<file path="config.mk">
export PLATFORM = sky130hd
export DESIGN_NAME = mult_share_sched
export DESIGN_NICKNAME = d
export VERILOG_FILES = /design/src/rtl/mult_share_pkg.sv /design/src/rtl/mult_share_sched_multiplier.sv /design/src/rtl/mult_share_sched_rr_arbiter.sv /design/src/rtl/mult_share_sched.sv
export SDC_FILE = /design/constraint.sdc
export NUM_CORES = 1
export LEC_CHECK = 0
export ABC_AREA = 1
export CAP_MARGIN = 20
export CORE_MARGIN = 5
export CORE_UTILIZATION = 45
export DETAILED_ROUTE_END_ITERATION = 8
export DONT_BUFFER_PORTS = 1
export GPL_ROUTABILITY_DRIVEN = 0
export GPL_TIMING_DRIVEN = 0
export PLACE_DENSITY = 0.6
export SYNTH_ARGS = -nofsm -noshare
export SYNTH_HDL_FRONTEND = slang
export SYNTH_SLANG_ARGS = --single-unit
</file>
<file path="constraint.sdc">
create_clock -name clk_i -period 6.9 [get_ports clk_i]
set_clock_uncertainty 0.1 [all_clocks]
set_input_delay 1.035 -clock clk_i [delete_from_list [all_inputs] [get_ports clk_i]]
set_output_delay 1.035 -clock clk_i [all_outputs]
set_load 0.005 [all_outputs]
</file>
<file path="src/rtl/mult_share_pkg.sv">
// Shared types and defaults for the time-shared fixed-point multiplier scheduler.
package mult_share_pkg;

  function automatic int clog2_min1(input int n);
    return (n <= 2) ? 1 : $clog2(n);
  endfunction

  // Default operand/result format is Q6.10.
  localparam int DefAWidth   = 16;
  localparam int DefAPoint   = 10;
  localparam int DefBWidth   = 16;
  localparam int DefBPoint   = 10;
  localparam int DefOutWidth = 16;
  localparam int DefOutPoint = 10;
  localparam int DefNReq     = 3;
  localparam int DefIdWidth  = clog2_min1(DefNReq);

  typedef struct packed {
    logic                  valid;
    logic [DefIdWidth-1:0] id;
    logic [DefAWidth-1:0]  a;
    logic [DefBWidth-1:0]  b;
  } s1_stage_t;

  typedef struct packed {
    logic                   valid;
    logic [DefIdWidth-1:0]  id;
    logic [DefOutWidth-1:0] m;
  } s2_stage_t;

endpackage

</file>
<file path="src/rtl/mult_share_sched_multiplier.sv">
// Signed multiply with truncation toward -inf (arithmetic shift) and wrap on overflow.
module multiplier #(
  parameter int AWidth   = 16,
  parameter int BWidth   = 16,
  parameter int OutWidth = 16,
  parameter int Shift    = 10
) (
  input  logic signed [AWidth-1:0]   a_i,
  input  logic signed [BWidth-1:0]   b_i,
  output logic signed [OutWidth-1:0] m_o
);

  logic signed [AWidth+BWidth-1:0] p;

  assign p   = a_i * b_i;
  assign m_o = OutWidth'(p >>> Shift);

endmodule

</file>
<file path="src/rtl/mult_share_sched_rr_arbiter.sv">
// Combinational round-robin arbiter: search starts just after the last grant.
module rr_arbiter
  import mult_share_pkg::*;
#(
  parameter int N = 3,
  parameter int W = clog2_min1(N)
) (
  input  logic [N-1:0] req_i,
  input  logic [W-1:0] last_i,
  output logic [N-1:0] grant_onehot_o,
  output logic [W-1:0] grant_idx_o,
  output logic         any_o
);

  always_comb begin
    grant_onehot_o = '0;
    grant_idx_o    = '0;
    any_o          = 1'b0;
    for (int off = 1; off <= N; off++) begin
      int idx;
      idx = (int'(last_i) + off) % N;
      if (!any_o && req_i[idx]) begin
        any_o               = 1'b1;
        grant_idx_o         = W'(idx);
        grant_onehot_o[idx] = 1'b1;
      end
    end
  end

endmodule

</file>
<file path="src/rtl/mult_share_sched.sv">
// Round-robin scheduler sharing one multiplier between NReq requesters, two-stage pipeline.
module mult_share_sched
  import mult_share_pkg::*;
#(
  parameter int NReq     = DefNReq,
  parameter int AWidth   = DefAWidth,
  parameter int APoint   = DefAPoint,
  parameter int BWidth   = DefBWidth,
  parameter int BPoint   = DefBPoint,
  parameter int OutWidth = DefOutWidth,
  parameter int OutPoint = DefOutPoint,
  parameter int IdWidth  = clog2_min1(NReq)
) (
  input  logic                     clk_i,
  input  logic                     rst_n_i,
  input  logic [NReq-1:0]          req_valid_i,
  output logic [NReq-1:0]          req_ready_o,
  input  logic [NReq*AWidth-1:0]   req_a_i,
  input  logic [NReq*BWidth-1:0]   req_b_i,
  output logic                     res_valid_o,
  input  logic                     res_ready_i,
  output logic [OutWidth-1:0]      res_m_o,
  output logic [IdWidth-1:0]       res_id_o,
  output logic                     busy_o
);

  localparam int Shift = APoint + BPoint - OutPoint;

  if (Shift < 0 || OutWidth + Shift > AWidth + BWidth) begin : g_bad_qformat
    $error("mult_share_sched: result window falls outside the full product");
  end

  typedef struct packed {
    logic               valid;
    logic [IdWidth-1:0] id;
    logic [AWidth-1:0]  a;
    logic [BWidth-1:0]  b;
  } s1_t;

  typedef struct packed {
    logic                valid;
    logic [IdWidth-1:0]  id;
    logic [OutWidth-1:0] m;
  } s2_t;

  s1_t                 s1_q, s1_d;
  s2_t                 s2_q, s2_d;
  logic [IdWidth-1:0]  last_q, last_d;
  logic                adv1, adv2;
  logic                grant_any;
  logic [NReq-1:0]     grant_oh;
  logic [IdWidth-1:0]  grant_idx;
  logic [OutWidth-1:0] prod_m;

  rr_arbiter #(.N(NReq), .W(IdWidth)) u_arb (
    .req_i          (req_valid_i),
    .last_i         (last_q),
    .grant_onehot_o (grant_oh),
    .grant_idx_o    (grant_idx),
    .any_o          (grant_any)
  );

  multiplier #(
    .AWidth   (AWidth),
    .BWidth   (BWidth),
    .OutWidth (OutWidth),
    .Shift    (Shift)
  ) u_mul (
    .a_i (s1_q.a),
    .b_i (s1_q.b),
    .m_o (prod_m)
  );

  assign adv2 = !s2_q.valid || res_ready_i;
  assign adv1 = !s1_q.valid || adv2;

  // Ready is withheld during reset so nothing can be accepted into a clearing pipe.
  assign req_ready_o = (rst_n_i && adv1) ? grant_oh : '0;

  always_comb begin
    s1_d   = s1_q;
    s2_d   = s2_q;
    last_d = last_q;
    if (adv2) begin
      s2_d.valid = s1_q.valid;
      if (s1_q.valid) begin
        s2_d.id = s1_q.id;
        s2_d.m  = prod_m;
      end
    end
    if (adv1) begin
      s1_d.valid = grant_any;
      if (grant_any) begin
        s1_d.id = grant_idx;
        s1_d.a  = req_a_i[grant_idx*AWidth +: AWidth];
        s1_d.b  = req_b_i[grant_idx*BWidth +: BWidth];
        last_d  = grant_idx;
      end
    end
  end

  always_ff @(posedge clk_i or negedge rst_n_i) begin
    if (!rst_n_i) begin
      s1_q   <= '0;
      s2_q   <= '0;
      last_q <= IdWidth'(NReq - 1);
    end else begin
      s1_q   <= s1_d;
      s2_q   <= s2_d;
      last_q <= last_d;
    end
  end

  assign res_valid_o = s2_q.valid;
  assign res_m_o     = s2_q.m;
  assign res_id_o    = s2_q.id;
  assign busy_o      = s1_q.valid || s2_q.valid;

endmodule

</file>
==> qor.txt, run 1 <==
status: completed
Synth Area in Simple Gates: 22.0%
reg2reg start: s1_q[20]$_DFFE_PN0P_
Detailed Route Iter0 Violations: 573
Post-DRT Antenna Nets: 0
Overflow after GRT: 0
average cell area after synthesis: 7.24 sq um
initial antenna violation count: 1
Reg clk slew, reported paths: 0.09 ns
Crit Path Max Fanout: 10
worst hold path type: in -> async
Crit. Startpoint: s1_q[20]$_DFFE_PN0P_
vias in the first global route: 10500
Die X: 174 um
Post-synth EDFFs: 0
Synth Instances: 1673
row count: 60
setup ws final: 0.287 ns
Num CTS Buffers: 5
worst hold slack: 0.298 ns
hpwl dp: 27200 um
DR WL/cell: 15.9 um
Area Overhead vs Synth: 4.96%
synth cell count leaders: inv_1, nand2_1, fa_1, a21oi_1, nand3_1
critical path class: reg -> reg
largest family of logic cells by synthesized area: adder cells
Synth warnings: 0
Post-Synth Adder-Cell Area: 42.2%
post-place setup slack: 0.0701 ns
largest buffer count on any clock path: 2
register area share after synthesis: 11.4%
DIE HEIGHT: 174 um
crit share post-route: 95.8%
Post-Route WL: 32000 um
minimum clock period: 6.61 ns
Fillers: 2747
Post-route DRC: 0
M3 GR Usage: 2.81%
area leader, netlist: fa_1
met2 usage: 39.4%
Post-Layout Cell Count: 2019
IO Port Bufs: 0
routed vias: 10100
largest net degree at the start of global routing: 57
Top FF cell, synth: dfrtp_1
WP data arrival: 6.72 ns
top cell type's share of synthesized area: 34.4%
synth top area cells: fa_1, inv_1, nand2_1
core area: 26700 sq um
flops & latches, synth: 55
Root Buffer: clkbuf_16
Mapped Area: 12100 sq um
CTS tree: built
clock sinks: 55
final-report max-slew violation count: 0
H-tree level count: 2
dpl cells: 2014
Max-slew headroom: 49.2%
Slew @ Worst Pin: 0.761 ns
ratio of cells with drive above 1 in the final layout: 2.92%
post-CTS setup buffer count: 0
drt via density: 5.03
CP startpoint kind: register
register-to-register setup slack: 0.29 ns
Async SR Flop Fraction: 100%
R2R cell count: 23
Compound-Gate Fraction of Synth Area: 5.88%
die area: 30300 sq um
Worst setup EP type: register
busiest grt layer: met2
FMAX: 151 MHz
Fin. Hold Viols: 0
diode count: 0
first-pass GRT wire length: 53100 um
GR Util met1: 26.9%
starting density of the core: 45.3%
Reg-to-Reg End: res_m_o[15]$_DFFE_PN0P_
fin nets: 2063
GR Util All Layers: 21.9%
final setup vio count: 0
clock latency on the worst-skew pair: 0.32 ns
multiplexer share of the synthesized area: 0%
Synth Area in XOR/XNOR: 0.434%
CP required: 7.01 ns
final setup TNS: 0 ns
DRT Pass-1 Iters: 5
Yosys cell types: 43
max cap viols: 0
Syn Nets: 2059
Ports: 125
RSZ-0062 raised after global routing: no
most common cell in the netlist: inv_1
-- worst max-delay path by stage --
stage	endpoint	slack, ns	cells past startpoint
3_5_place_dp	res_m_o[15]$_DFFE_PN0P_	0.07	23
3_3_place_gp	res_m_o[15]$_DFFE_PN0P_	0.08	24
4_1_cts	res_m_o[15]$_DFFE_PN0P_	0.04	23
6_report	res_m_o[15]$_DFFE_PN0P_	0.29	23
2_1_floorplan	res_m_o[15]$_DFFE_PN0P_	1.26	24
5_1_grt	res_m_o[15]$_DFFE_PN0P_	0.002	23
-- area by class of cell --
type | count | area, sq um | area share, %
well taps | 341 | 427 | 3.36
inverters | 490 | 1840 | 14.5
clock inverters | 3 | 50.0 | 0.394
clock buffers | 5 | 125 | 0.984
plain buffers | 79 | 345 | 2.72
multi-input cells | 1046 | 8550 | 67.2
flip-flops and latches | 55 | 1380 | 10.8
-- placed cells by master (no fill, tap or decap), types with 6 or more instances in the layout --
cell type / instances
nand3_1: 77
o21bai_1: 6
dfrtp_1: 54
or2_2: 6
nor2_1: 64
nand2_1: 422
nand3b_1: 37
ha_1: 76
buf_4: 9
clkbuf_1: 55
a21oi_1: 83
clkbuf_2: 8
inv_1: 487
o21ai_0: 15
fa_1: 208
-- registers in the layout, summed over array words and instances (netlist names) --
signal	count
s1_q	35
res_m_o	16
res_id_o	2
last_q	1
res_valid_o	1
-- critical path, stage by stage, from the launching register on --
cell and delay, ns:
dfrtp_1 0.32, clkbuf_1 0.45, clkbuf_1 0.54, nand2_1 0.17, fa_1 0.55, inv_1 0.05
fa_1 0.46, fa_1 0.57, fa_1 0.53, fa_1 0.55, inv_1 0.05, fa_1 0.53
inv_1 0.04, ha_1 0.37, nand2_1 0.13, inv_1 0.06, a21oi_1 0.30, nand2_1 0.10
nand2_1 0.06, nand2_1 0.04, nor2_1 0.23, nand3_1 0.12, nand3_1 0.10, nand2_1 0.06
-- per-layer routing --
layer  up-vias  routed length (um)
met1      4965               12700
met4         2                1280
met2       285               16300
li1       4826                   -
met3        71                1770
met5         -                  20
-- per-stage QoR --
stage | cell area (sq um) | util [%]
floorplan | 12100 | -
global placement | 12500 | 46.9
detailed placement | 12500 | 46.9
CTS | 12700 | 47.6
global route | 12700 | 47.6
finish | 12700 | 47.6
-- cell families after synthesis --
| family | count (synthesis) |
|---|---|
| and+or+nand+nor | 628 |
| buffers and inverters | 572 |
| adders and majority gates | 284 |
| AOI/OAI and AO/OA | 128 |
| DFF | 55 |
| xor gates and xnor gates | 6 |
-- what timing repair did --
item,in CTS,in global routing
resized for setup,0,15
hold buffers,0,0
endpoints found under the setup margin,0,4
Power of run 1 is left out: the tool's default activity adds up to more than one toggle a clock period on the data nets, which glitch-free logic cannot reach.
==> run 2, diff against run 1 <==
--- a/config.mk
+++ b/config.mk
@@ -13,6 +13,7 @@
 export DONT_BUFFER_PORTS = 1
 export GPL_ROUTABILITY_DRIVEN = 0
 export GPL_TIMING_DRIVEN = 0
+export HOLD_SLACK_MARGIN = 0.06
 export PLACE_DENSITY = 0.6
 export SYNTH_ARGS = -nofsm -noshare
 export SYNTH_HDL_FRONTEND = slang
==> results of run 2 <==
No change in the layout: final DEF, timing and power equal those of run 1.
Power of run 2 is left out for the same reason.
